`src/rtl/result_mux_arbiter_pkg.sv`:
```
// Shared encodings for the result-path arbiter.
// Source indices, output-stage states and policy selectors.
`timescale 1ns/1ps
package result_mux_arbiter_pkg;

  localparam logic [1:0] SRC_A = 2'd0;
  localparam logic [1:0] SRC_B = 2'd1;
  localparam logic [1:0] SRC_C = 2'd2;
  localparam logic [1:0] SRC_D = 2'd3;

  localparam logic PRIO_RR    = 1'b0;
  localparam logic PRIO_FIXED = 1'b1;

  typedef enum logic {
    ST_EMPTY = 1'b0,
    ST_FULL  = 1'b1
  } state_t;

  function automatic logic [1:0] low_idx(
    input logic [3:0] v
  );
    logic [1:0] r;
    if (v[0])      r = SRC_A;
    else if (v[1]) r = SRC_B;
    else if (v[2]) r = SRC_C;
    else if (v[3]) r = SRC_D;
    else           r = SRC_A;
    return r;
  endfunction

endpackage

```
`src/rtl/mux32bit4to1.sv`:
```
// 4-to-1 word mux for the result path.
// Pure combinational select, width passed through.
`timescale 1ns/1ps
module Mux32Bit4To1 #(
  parameter int W = 32
) (
  input  logic [W-1:0] in0,
  input  logic [W-1:0] in1,
  input  logic [W-1:0] in2,
  input  logic [W-1:0] in3,
  input  logic [1:0]   sel,
  output logic [W-1:0] out
);

  always_comb begin
    out = in0;
    unique case (sel)
      2'd0: out = in0;
      2'd1: out = in1;
      2'd2: out = in2;
      2'd3: out = in3;
    endcase
  end

endmodule

```
`src/rtl/result_mux_arbiter_rr_pick4.sv`:
```
// Combinational 4-way winner pick.
// Round-robin after last_ptr, or lowest index first.
`timescale 1ns/1ps
module rr_pick4
  import result_mux_arbiter_pkg::*;
(
  input  logic [3:0] req,
  input  logic [1:0] last_ptr,
  input  logic       mode,
  output logic       any,
  output logic [1:0] idx
);

  logic [1:0] base;
  logic [1:0] off;
  logic [6:0] dbl;
  logic [3:0] rot;

  // Rotate so the slot after last_ptr lands at bit 0.
  always_comb begin
    base = last_ptr + 2'd1;
    dbl  = {req[2:0], req};
    rot  = dbl[base +: 4];
    off  = low_idx(rot);
    any  = |req;
    if (mode == PRIO_FIXED) idx = low_idx(req);
    else                    idx = base + off;
  end

endmodule

```
`src/rtl/result_mux_arbiter.sv`:
```
// Four-source result arbiter with a registered
// single-entry valid/ready output stage.
`timescale 1ns/1ps
module result_mux_arbiter
  import result_mux_arbiter_pkg::*;
#(
  parameter int DATA_W    = 32,
  parameter int PRIO_MODE = 0
) (
  input  logic              Clk,
  input  logic              Rst_n,
  input  logic [3:0]        req,
  input  logic [DATA_W-1:0] in_a,
  input  logic [DATA_W-1:0] in_b,
  input  logic [DATA_W-1:0] in_c,
  input  logic [DATA_W-1:0] in_d,
  output logic [3:0]        gnt,
  output logic [1:0]        sel,
  output logic              out_valid,
  output logic [DATA_W-1:0] out_data,
  output logic [1:0]        out_src,
  input  logic              out_ready
);

  state_t              state_q;
  state_t              state_d;
  logic [1:0]          last_q;
  logic [1:0]          win;
  logic                any;
  logic                can_load;
  logic                load;
  logic                mode;
  logic [DATA_W-1:0]   mux_out;

  assign mode = (PRIO_MODE != 0) ? PRIO_FIXED : PRIO_RR;

  rr_pick4 u_pick (
    .req      (req),
    .last_ptr (last_q),
    .mode     (mode),
    .any      (any),
    .idx      (win)
  );

  Mux32Bit4To1 #(.W(DATA_W)) u_mux (
    .in0 (in_a),
    .in1 (in_b),
    .in2 (in_c),
    .in3 (in_d),
    .sel (sel),
    .out (mux_out)
  );

  always_comb begin
    can_load = (state_q == ST_EMPTY) || out_ready;
    sel      = (Rst_n && any) ? win : 2'd0;
    gnt      = 4'b0000;
    if (Rst_n && any && can_load)
      gnt = 4'b0001 << win;
    load     = |gnt;
  end

  always_comb begin
    state_d = state_q;
    unique case (state_q)
      ST_EMPTY: if (load) state_d = ST_FULL;
      ST_FULL: begin
        if (load)           state_d = ST_FULL;
        else if (out_ready) state_d = ST_EMPTY;
      end
    endcase
  end

  always_ff @(posedge Clk or negedge Rst_n) begin
    if (!Rst_n) begin
      state_q <= ST_EMPTY;
    end else begin
      state_q <= state_d;
    end
  end

  // last_q resets to D so the first scan starts at A.
  always_ff @(posedge Clk or negedge Rst_n) begin
    if (!Rst_n) begin
      out_data <= '0;
      out_src  <= SRC_A;
      last_q   <= SRC_D;
    end else if (load) begin
      out_data <= mux_out;
      out_src  <= win;
      last_q   <= win;
    end
  end

  assign out_valid = (state_q == ST_FULL);

endmodule

```
`config.mk`:
```
export PLATFORM = sky130hd
export DESIGN_NAME = result_mux_arbiter
export DESIGN_NICKNAME = d
export VERILOG_FILES = /design/src/rtl/result_mux_arbiter_pkg.sv /design/src/rtl/mux32bit4to1.sv /design/src/rtl/result_mux_arbiter_rr_pick4.sv /design/src/rtl/result_mux_arbiter.sv
export SDC_FILE = /design/constraint.sdc
export NUM_CORES = 1
export LEC_CHECK = 0
export CORE_MARGIN = 2
export CORE_UTILIZATION = 42
export CTS_CLUSTER_DIAMETER = 40
export DETAILED_ROUTE_END_ITERATION = 6
export PLACE_DENSITY_LB_ADDON = 0.3
export REMOVE_ABC_BUFFERS = 1
export SLEW_MARGIN = 15
export SYNTH_ARGS = -nofsm -noshare
export SYNTH_HDL_FRONTEND = slang
export SYNTH_SLANG_ARGS = --single-unit
export TNS_END_PERCENT = 30
```
`constraint.sdc`:
```
create_clock -name Clk -period 4.5 [get_ports Clk]
set_input_delay 0.675 -clock Clk [delete_from_list [all_inputs] [get_ports Clk]]
set_output_delay 0.675 -clock Clk [all_outputs]
set_load 0.02 [all_outputs]
```
==> metrics.md <==
| Metric | Value |
|---|---|
| CTS H-Tree Depth | `2` |
| Cell area after placement | `4890 um^2` |
| First-pass DRT Iterations | `5` |
| Final net count | `654` |
| Post-Route Skew | `0.00960 ns` |
| Final period util | `95.7%` |
| CTS buffer count | `5` |
| Pin count of the biggest net entering global routing | `41` |
| Async SR Flop Fraction | `100%` |
| Critical path class | `input pin to output port` |
| Ys flop type | `dfrtp_1` |
| # diodes | `0` |
| Reg2Reg Capture Point | `out_data[2]$_DFFE_PN0P_` |
| Layout cells sized above 1 | `8.09%` |
| GR Util All Layers | `27.2%` |
| Post-synth top area cell | `dfrtp_1` |
| R2R depth | `11` |
| CTS root buffer | `clkbuf_8` |
| Initial drt markers | `215` |
| Synthesized flop and latch total | `37` |
| Clk slew on worst S/H paths | `0.08 ns` |
| Critical Path Start Type | `input pin` |
| CP Cell Sequence | `clkdlybuf4s50_1 > nand2b_1 > o22ai_1 > o21ai_0 > nand3_1 > ha_1 > xnor2_1 > xnor2_1 > nor3_2 > buf_4 > nor3_4 > and3_1 > clkdlybuf4s50_1` |
| R2r setup slk | `1.19 ns` |
| VDD IR max | `0.355 mV` |
| WL final | `11.2 mm` |
| Initial antenna violation count | `0` |
| Sequential element share of the synthesized area | `30.7%` |
| Synth unique cells | `43` |
| Initial Util | `44.1%` |
| DRC viols | `0` |
| Grt total ovfl | `0` |
| Post-CTS setup buffer count | `0` |
| Die height | `88.9 um` |
| Post-CTS sizing | `0` |
| Slowest stage delay, CP | `0.61 ns` |
| Critical path peak fanout | `6` |
| Finished Cell Area | `5000 um^2` |
| Worst path slowest cell | `clkdlybuf4s50_1` |
| Number of hold buffers added after cts | `0` |
| Via-to-Cell Ratio | `5.88` |
| CTS Buffer Depth | `2` |
| Row Count | `30` |
| EDFF count, synth | `0` |
| Clk_lat worst skew | `0.29 ns` |
| HPWL Detailed | `8.11 mm` |
| Final hold viol count | `0` |
| # port buffers | `175` |
| Critical path required time | `3.83 ns` |
| Fin. max-slew vios | `0` |
| Final Critical Period | `4.31 ns` |
| Top cell type's share of synthesized area | `28.9%` |
| Total power | `3.14 mW` |
| Synth Instances | `354` |
| Routed Antenna Nets | `0` |
| Setup crit end kind | `output port` |
| PD cells | `628 nW/um^2` |
| Number of synthesis warnings | `0` |
| Top cells by area, synth | `dfrtp_1 29%, mux2i_1 11%, a221o_1 6.6%` |
| Synth Area per Inst | `8.55 um^2` |
| Fmax | `232 MHz` |
| Commonest non-fill, non-tap cell in the layout | `clkdlybuf4s50_1` |
| IO Count | `176` |
| Syn-to-layout area delta | `65.0%` |
| Worst r2r src | `last_q[0]$_DFFE_PN1P_` |
| LEAKAGE | `2.00 nW` |
| Routability cong. | `0.809` |
| CTS tree | `yes` |
| Max_cap viols | `0` |
| Worst Hold Class | `input pin to asynchronous set/reset pin` |
| Synthesized cell area | `3030 um^2` |
| CTS Sinks | `37` |
| Slew at the pin closest to its max-slew limit | `1.21 ns` |
| Final setup fails | `0` |
| Slew HR | `19.2%` |
| Vias in the first global route | `3655` |
| Fin util | `72.8%` |
| Commonest cells after routing, fill and taps aside | `172 x clkdlybuf4s50_1, 35 x o21ai_0, 35 x dfrtp_1, 33 x mux2i_1, 32 x and2_1` |
| Die area | `7900 um^2` |
| First-pass GRT wire length | `16.7 mm` |
| Average routed wire per standard cell | `18.1 um` |
| Status | `completed` |
| Crit path DAT | `3.63 ns` |
| Vias | `3617` |
| Die width | `88.9 um` |
| Total core area | `6870 um^2` |
## cells by family (layout without fill, tap and decap cells)
logic type / count (synthesis) / count (layout) / synth area share [%]
muxes: 33 / 33 / 10.9
AOI/OAI and AO/OA: 153 / 153 / 35.3
DFF: 37 / 37 / 30.7
xor gates and xnor gates: 3 / 3 / 1.32
and+or+nand+nor: 88 / 88 / 15.5
buffers and inverters: 39 / 204 / 5.95
adders and majority gates: 1 / 1 / 0.413
## report_power, final
part | total [mW] | internal [mW] | switching, mW
sequential | 0.573 | 0.479 | 0.0941
clock | 0.268 | 0.139 | 0.129
combinational | 2.30 | 1.05 | 1.24
total | 3.14 | 1.67 | 1.47
## how the worst max path moves through the flow
stage,from,end
detailed placement,req[0],gnt[1]
global placement,req[3],gnt[2]
global route,req[1],gnt[2]
CTS,req[0],gnt[1]
floorplan,req[3],out_data[10]$_DFFE_PN0P_
finish,req[1],gnt[2]
## sequential cells by signal (all words and copies together), names as in the netlist
| signal | count |
|---|---|
| last_q | 2 |
| out_data | 32 |
| out_src | 2 |
| out_valid | 1 |
## area by class of cell
| class | instances | area, um^2 |
|---|---|---|
| Multi-Input combinational cell | 278 | 1950 |
| Timing Repair Buffer | 193 | 1890 |
| Fill cell | 523 | 1870 |
| Sequential cell | 37 | 928 |
| Tap cell | 96 | 120 |
| Clock buffer | 7 | 96.3 |
| Inverter | 3 | 11.3 |
| Clock inverter | 1 | 5.00 |
## per-layer routing
metal | vias up | routed length [um] | GRT usage [%]
li1 | 1679 | - | -
met4 | 0 | 237 | 10.1
met2 | 204 | 5700 | 49.5
met3 | 27 | 1160 | 7.66
met5 | - | 0 | 0
met1 | 1707 | 4060 | 29.9
## Yosys cell counts (2+ instances only)
cell type / number
buf_2: 8
o22ai_1: 12
a31oi_1: 31
inv_1: 3
dfrtp_1: 35
buf_4: 2
o211ai_1: 22
xnor2_1: 2
nand2b_1: 4
mux2i_1: 33
or2_1: 2
buf_1: 2
and2_1: 32
clkbuf_1: 21
nor2b_1: 3
dfstp_2: 2
a21oi_1: 21
o21ai_0: 35
nor3_1: 4
a221o_1: 20
buf_6: 2
nor2_1: 8
nand2_1: 29
a22o_1: 2
## per-stage QoR
step                instances  TNS [ns]  worst slack (ns)  hold WS (ns)
floorplan                 318    -0.812           -0.0406         0.379
global placement          607         0             0.271         0.463
detailed placement        607         0             0.103         0.474
CTS                       615         0            0.0332         0.494
global route              615   -0.0420           -0.0384         0.518
finish                    615         0             0.191         0.471
## worst max-delay path: cells and delay by family
kind            cells  cell delay (ns)
compound gates      2             0.23
xor+xnor            2             0.41
fa+ha+maj           1             0.22
buf+inv             3             1.36
simple gates        5             0.72
(Power assumes the default switching activity.)
